**src/rtl/gmii_rx_framer_pkg.sv**
```systemverilog
// rtl/gmii_rx_framer_pkg.sv - shared state encoding and constants for the GMII receive framer
package gmii_rx_framer_pkg;

    typedef enum logic [2:0] {
        IDLE     = 3'd0,
        PREAMBLE = 3'd1,
        DATA     = 3'd2,
        COMMIT   = 3'd3,
        DROP     = 3'd4
    } state_t;

    localparam logic [7:0] PREAMBLE_BYTE = 8'h55;
    localparam logic [7:0] SFD_BYTE      = 8'hD5;
    localparam int         RXMEM_AW      = 12;

endpackage

```
**src/rtl/gmii_rx_framer.sv**
```systemverilog
// rtl/gmii_rx_framer.sv - GMII receive framer into a 4096x16 ring; optional RX_TIMESTAMP_EN
module gmii_rx_framer
    import gmii_rx_framer_pkg::*;
#(
    parameter int MIN_LEN = 14,
    parameter int MAX_LEN = 1522
) (
    input  logic                gmii_rx_clk,
    input  logic                sys_rst,
    input  logic                gmii_rx_dv,
    input  logic [7:0]          gmii_rxd,
    input  logic [RXMEM_AW-1:0] mem_rd_ptr,
    output logic                mem_wr_en,
    output logic [RXMEM_AW-1:0] mem_wr_addr,
    output logic [15:0]         mem_wr_data,
    output logic [RXMEM_AW-1:0] rx_wr_ptr,
    output logic [15:0]         rx_frame_cnt,
    output logic [15:0]         rx_drop_cnt
);

`ifdef RX_TIMESTAMP_EN
    localparam logic [RXMEM_AW-1:0] H = 12'd3;
`else
    localparam logic [RXMEM_AW-1:0] H = 12'd1;
`endif
    localparam logic [15:0] MIN_LEN_W = 16'(MIN_LEN);
    localparam logic [15:0] MAX_LEN_W = 16'(MAX_LEN);

    state_t              r_state;
    state_t              w_state_nxt;
    logic [RXMEM_AW-1:0] r_hdr_addr;
    logic [15:0]         r_len;
    logic [7:0]          r_hi_byte;

    logic                w_wr_en;
    logic [RXMEM_AW-1:0] w_wr_addr;
    logic [15:0]         w_wr_data;
    logic                w_commit;
    logic                w_drop;
    logic                w_sfd;
    logic [RXMEM_AW-1:0] w_free;
    logic [RXMEM_AW-1:0] w_word_off;
    logic                w_fits;

    // Words available ahead of the header before running into the reader; the
    // word currently being completed (byte count odd) lands at offset H + len/2.
    assign w_free     = mem_rd_ptr - r_hdr_addr - 12'd1;
    assign w_word_off = H + r_len[12:1];
    assign w_fits     = (w_word_off < w_free);

`ifdef RX_TIMESTAMP_EN
    logic [31:0] r_ts_cnt;
    logic [31:0] r_ts;
    logic [1:0]  r_commit_step;

    // Free-running cycle counter, snapshot at SFD, and COMMIT sub-step sequencer
    always_ff @(posedge gmii_rx_clk) begin
        if (sys_rst) begin
            r_ts_cnt      <= '0;
            r_ts          <= '0;
            r_commit_step <= '0;
        end else begin
            r_ts_cnt      <= r_ts_cnt + 32'd1;
            if (w_sfd) r_ts <= r_ts_cnt;
            r_commit_step <= (r_state == COMMIT) ? r_commit_step + 2'd1 : 2'd0;
        end
    end
`endif

    // State register
    always_ff @(posedge gmii_rx_clk) begin
        if (sys_rst) r_state <= IDLE;
        else         r_state <= w_state_nxt;
    end

    // Next state plus the single memory write and counter events for this cycle
    always_comb begin
        w_state_nxt = r_state;
        w_wr_en     = 1'b0;
        w_wr_addr   = r_hdr_addr;
        w_wr_data   = 16'h0000;
        w_commit    = 1'b0;
        w_drop      = 1'b0;
        w_sfd       = 1'b0;
        case (r_state)
            IDLE: begin
                if (gmii_rx_dv && gmii_rxd == PREAMBLE_BYTE) w_state_nxt = PREAMBLE;
            end
            PREAMBLE: begin
                if (!gmii_rx_dv) begin
                    w_state_nxt = IDLE;
                end else if (gmii_rxd == SFD_BYTE) begin
                    w_state_nxt = DATA;
                    w_sfd       = 1'b1;
                end else if (gmii_rxd != PREAMBLE_BYTE) begin
                    w_state_nxt = IDLE;
                end
            end
            DATA: begin
                if (gmii_rx_dv) begin
                    if (r_len >= MAX_LEN_W) begin
                        w_state_nxt = DROP;
                    end else if (r_len[0]) begin
                        if (!w_fits) begin
                            w_state_nxt = DROP;
                        end else begin
                            w_wr_en   = 1'b1;
                            w_wr_addr = r_hdr_addr + w_word_off;
                            w_wr_data = {r_hi_byte, gmii_rxd};
                        end
                    end
                end else if (r_len < MIN_LEN_W) begin
                    w_state_nxt = IDLE;
                    w_drop      = 1'b1;
                end else if (r_len[0] && !w_fits) begin
                    w_state_nxt = DROP;
                end else begin
                    w_state_nxt = COMMIT;
                    if (r_len[0]) begin
                        w_wr_en   = 1'b1;
                        w_wr_addr = r_hdr_addr + w_word_off;
                        w_wr_data = {r_hi_byte, 8'h00};
                    end
                end
            end
            COMMIT: begin
`ifdef RX_TIMESTAMP_EN
                w_wr_en = 1'b1;
                case (r_commit_step)
                    2'd0: begin
                        w_wr_addr = r_hdr_addr + 12'd1;
                        w_wr_data = r_ts[31:16];
                    end
                    2'd1: begin
                        w_wr_addr = r_hdr_addr + 12'd2;
                        w_wr_data = r_ts[15:0];
                    end
                    default: begin
                        w_wr_data   = r_len;
                        w_commit    = 1'b1;
                        w_state_nxt = IDLE;
                    end
                endcase
`else
                w_wr_en     = 1'b1;
                w_wr_data   = r_len;
                w_commit    = 1'b1;
                w_state_nxt = IDLE;
`endif
            end
            DROP: begin
                if (!gmii_rx_dv) begin
                    w_state_nxt = IDLE;
                    w_drop      = 1'b1;
                end
            end
            default: w_state_nxt = IDLE;
        endcase
    end

    // Registered write port, byte packer, frame bookkeeping and saturating counters
    always_ff @(posedge gmii_rx_clk) begin
        if (sys_rst) begin
            mem_wr_en    <= 1'b0;
            mem_wr_addr  <= '0;
            mem_wr_data  <= '0;
            rx_wr_ptr    <= '0;
            rx_frame_cnt <= '0;
            rx_drop_cnt  <= '0;
            r_hdr_addr   <= '0;
            r_len        <= '0;
            r_hi_byte    <= '0;
        end else begin
            mem_wr_en <= w_wr_en;
            if (w_wr_en) begin
                mem_wr_addr <= w_wr_addr;
                mem_wr_data <= w_wr_data;
            end
            if (w_sfd) begin
                r_hdr_addr <= rx_wr_ptr;
                r_len      <= '0;
            end else if (r_state == DATA && gmii_rx_dv && w_state_nxt == DATA) begin
                r_len <= r_len + 16'd1;
                if (!r_len[0]) r_hi_byte <= gmii_rxd;
            end
            if (w_commit) begin
                rx_wr_ptr <= r_hdr_addr + H + r_len[12:1] + {11'd0, r_len[0]};
                if (rx_frame_cnt != 16'hFFFF) rx_frame_cnt <= rx_frame_cnt + 16'd1;
            end
            if (w_drop && rx_drop_cnt != 16'hFFFF) rx_drop_cnt <= rx_drop_cnt + 16'd1;
        end
    end

endmodule
```
**config.mk**
```make
export PLATFORM = sky130hd
export DESIGN_NAME = gmii_rx_framer
export DESIGN_NICKNAME = d
export VERILOG_FILES = /design/src/rtl/gmii_rx_framer_pkg.sv /design/src/rtl/gmii_rx_framer.sv
export SDC_FILE = /design/constraint.sdc
export NUM_CORES = 1
export LEC_CHECK = 0
export BUFFER_PORTS_ARGS = -buffer_cell sky130_fd_sc_hd__buf_2
export CAP_MARGIN = 20
export CORE_MARGIN = 2
export CORE_UTILIZATION = 58
export CTS_CLUSTER_DIAMETER = 120
export DETAILED_ROUTE_END_ITERATION = 16
export PLACE_DENSITY = 0.86
export SLEW_MARGIN = 15
export SYNTH_ARGS = -nofsm -noshare
export SYNTH_HDL_FRONTEND = slang
export SYNTH_SLANG_ARGS = --single-unit
```
**constraint.sdc**
```tcl
create_clock -name gmii_rx_clk -period 4.7 [get_ports gmii_rx_clk]
set_input_delay 0.235 -clock gmii_rx_clk [delete_from_list [all_inputs] [get_ports gmii_rx_clk]]
set_output_delay 0.235 -clock gmii_rx_clk [all_outputs]
set_load 0.02 [all_outputs]
```
==> results.md <==
- Outcome: completed
- Main flop type after synthesis: dfxtp_1
- Synth Register Bits: 112
- Share of layout cells above drive strength 1: 0.157
- Post-CTS resize count: 0
- GRT Total Usage: 0.275
- Worst min-delay path class: in -> reg
- Post-synthesis sequential area ratio: 0.330
- Sum Neg Setup Slack: 0 ps
- Post-synthesis cell count: roughly 810
- Synth area leader: dfxtp_1
- Hold path start: gmii_rxd[1]
- P_leak: 3.45 nW
- Cell Area, Synth: 6800 µm²
- Vias per cell: 6.07
- RSZ-0062 raised after global routing: no
- CTS HTree Levels: 3
- Worst R2R End: mem_wr_addr[7]$_SDFFE_PP0P_
- Setup Buffers After CTS: 0
- Syn avg cell area: 8.41 µm²
- GPL Wtd Cong: 0.916
- Worst VDD drop: 317 µV
- Least-Margin Pin Slew: 1030 ps
- Final instance area: 7650 µm²
- NumNets Final: 972
- Peak Freq: 232 MHz
- Endpoint class of the critical path: register
- Clk_lat worst skew: 360 ps
- 1st-pass router iterations: 6
- Max Cap Violations: 0
- Crit start category: register
- Clock Tree Root: clkbuf_16
- Yosys top cell area share: 0.330
- Final max-slew violation count: 0
- PD cells: 235 nW/µm²
- Antenna violations before repair: 0
- Drt drc: 0
- # hold bufs at CTS: 0
- WHS Path Cells: 3
- CTS buffer count: 9
- Final Hold Viols: 0
- CTS sink cnt: 112
- Grt met3 use: 0.0616
- P&R area growth vs syn: 12.5%
- Antenna Nets Post-Route: 0
- Total vias in the final route: between 6000 and 7000
- Most Crowded Layer GR: met2
- Met2 GRT Util: 0.444
- Hold endpoint: r_hi_byte[1]$_SDFFE_PP0P_
- CTS max path bufs: 2
- Remaining global-route overflow: 0
- Largest net degree at the start of global routing: 63
- Arr. time, crit path: 4530 ps
- Antenna cells: 0
- Core box area: between 10000 and 15000 µm²
- IO Count: 96
- Buffers on Ports: 95
- Fraction of registers with async set or reset after synthesis: 0
- DRT iter0 DRCs: 610
- Final core utilization: 0.670
- Die Span Y: 112 µm
- TritonCTS clock tree: done
- Syn. warnings: 0
- Starting Density: 0.596
- Clk_skew: between 9 and 10 ps
- Worst EP required: around 4900 ps
- Top-count cell post-synth: dfxtp_1
- DIE AREA: ~13000 µm²
- Rows: 39
- Global-route wire length before repair: about 29000 µm
- Crit path kind: reg -> reg
- Global-route met1 utilization: 0.355
- Fin crit share: 0.916
- Final setup vio count: 0
- Vias in the first global route: 5923
- Slew HR: 0.314
- Tmin final: 4300 ps
- DIE WIDTH: 112 µm
- Crit path max fanout: 12
- Drt total wl: 17200 µm
- Most common library cells after synthesis: dfxtp_1, nor2_1, nand2_1
- Reg2reg setup slack: ~400 ps
- Worst reg2reg path depth: 15
- Placed cell areas: 7360 µm²
- Yosys cell types: 65
- Detailed placer's ending HPWL: 12500 µm
- EDFF count, synth: 0
- Largest cells by area after synthesis: dfxtp_1, ha_1, nor2_1
- Clk pin slew, worst setup/hold paths: approximately 80 ps
- Reg2reg start: r_hdr_addr[1]$_SDFFE_PP0P_
- DR WL/cell: 16.7 µm
- Mapped Nets: 895
## per-stage QoR
step | total power, mW | hold WS [ps] | worst slack, ps | instances
2_1_floorplan | 1.03 | 379 | 1000 | 809
3_3_place_gp | 1.06 | 452 | 602 | 1018
3_5_place_dp | 1.06 | 457 | 455 | 1018
4_1_cts | 1.81 | 149 | 385 | 1034
5_1_grt | 1.86 | 161 | 9.93 | 1034
6_report | 1.80 | 151 | 396 | 1034
## cells in the final DEF (no fill, tap or decap), types with 26 or more instances in the layout
cell type and instances:
buf_2 94, a21oi_1 56, ha_1 60, nand2_1 68, nand3_1 47, nor2_1 83
xor2_1 26, inv_1 27, xnor2_1 33, dfxtp_1 112
## how the worst max path moves through the flow
| stage | startpoint | end | slack [ps] | cells after the start |
|---|---|---|---|---|
| after floorplan | r_hdr_addr[0]$_SDFFE_PP0P_ | mem_wr_data[5]$_SDFFE_PP0P_ | 1000 | 20 |
| after global placement | r_hdr_addr[0]$_SDFFE_PP0P_ | mem_wr_data[4]$_SDFFE_PP0P_ | 600 | 19 |
| after detailed placement | r_hdr_addr[1]$_SDFFE_PP0P_ | mem_wr_addr[7]$_SDFFE_PP0P_ | 450 | 15 |
| after CTS | r_hdr_addr[1]$_SDFFE_PP0P_ | mem_wr_addr[7]$_SDFFE_PP0P_ | 390 | 15 |
| after global routing | r_hdr_addr[0]$_SDFFE_PP0P_ | mem_wr_addr[7]$_SDFFE_PP0P_ | 10 | 19 |
| final | r_hdr_addr[1]$_SDFFE_PP0P_ | mem_wr_addr[7]$_SDFFE_PP0P_ | 400 | 15 |
## power breakdown
part	leakage (nW)	switching [mW]	total [mW]	internal, mW
sequential	0.902	0.0000233	0.948	0.948
combinational	2.41	0.0583	0.0918	0.0335
clock	0.141	0.362	0.758	0.396
total	3.45	0.421	1.80	1.38
## worst max-delay path: stages, from the launching register on
cell	delay (ps)
dfxtp_1	510
inv_1	90
ha_1	280
a21oi_1	250
o211ai_1	150
a31oi_1	290
xnor2_1	170
ha_1	260
and2_1	170
a221oi_1	280
o21ai_0	250
a221o_1	410
or3_1	560
buf_4	260
nor2_1	170
a311oi_2	60
## area by class of cell
type | count | area [µm²]
flip-flops and latches | 112 | 2240
clock buffers | 12 | 256
inverters | 27 | 101
fillers | 978 | 3760
clock inverters | 4 | 36.3
well taps | 143 | 179
multi-input cells | 630 | 4280
repair buffers | 106 | 561
## per-layer routing
metal | part of all wire | wire length, µm
met2 | 0.47 | 8030
met5 | 0 | 0
met1 | 0.44 | 7500
met4 | 0.033 | 576
met3 | 0.065 | 1110
## cell families after synthesis
logic type | count (synthesis) | synth area share
AO/OA/AOI/OAI | 163 | 0.163
flip-flops | 112 | 0.330
XOR/XNOR | 59 | 0.0760
adder cells (fa/ha/maj) | 63 | 0.119
AND/OR/NAND/NOR | 321 | 0.235
multiplexers | 24 | 0.0359
buffers and inverters | 67 | 0.0412
## sequential cells by signal, summed over array words and instances (netlist names)
signal,cells
mem_wr_addr,12
mem_wr_data,16
mem_wr_en,1
r_hdr_addr,12
r_hi_byte,8
r_len,16
r_state,3
rx_drop_cnt,16
rx_frame_cnt,16
rx_wr_ptr,12
Power figures use the tool's default switching activity.
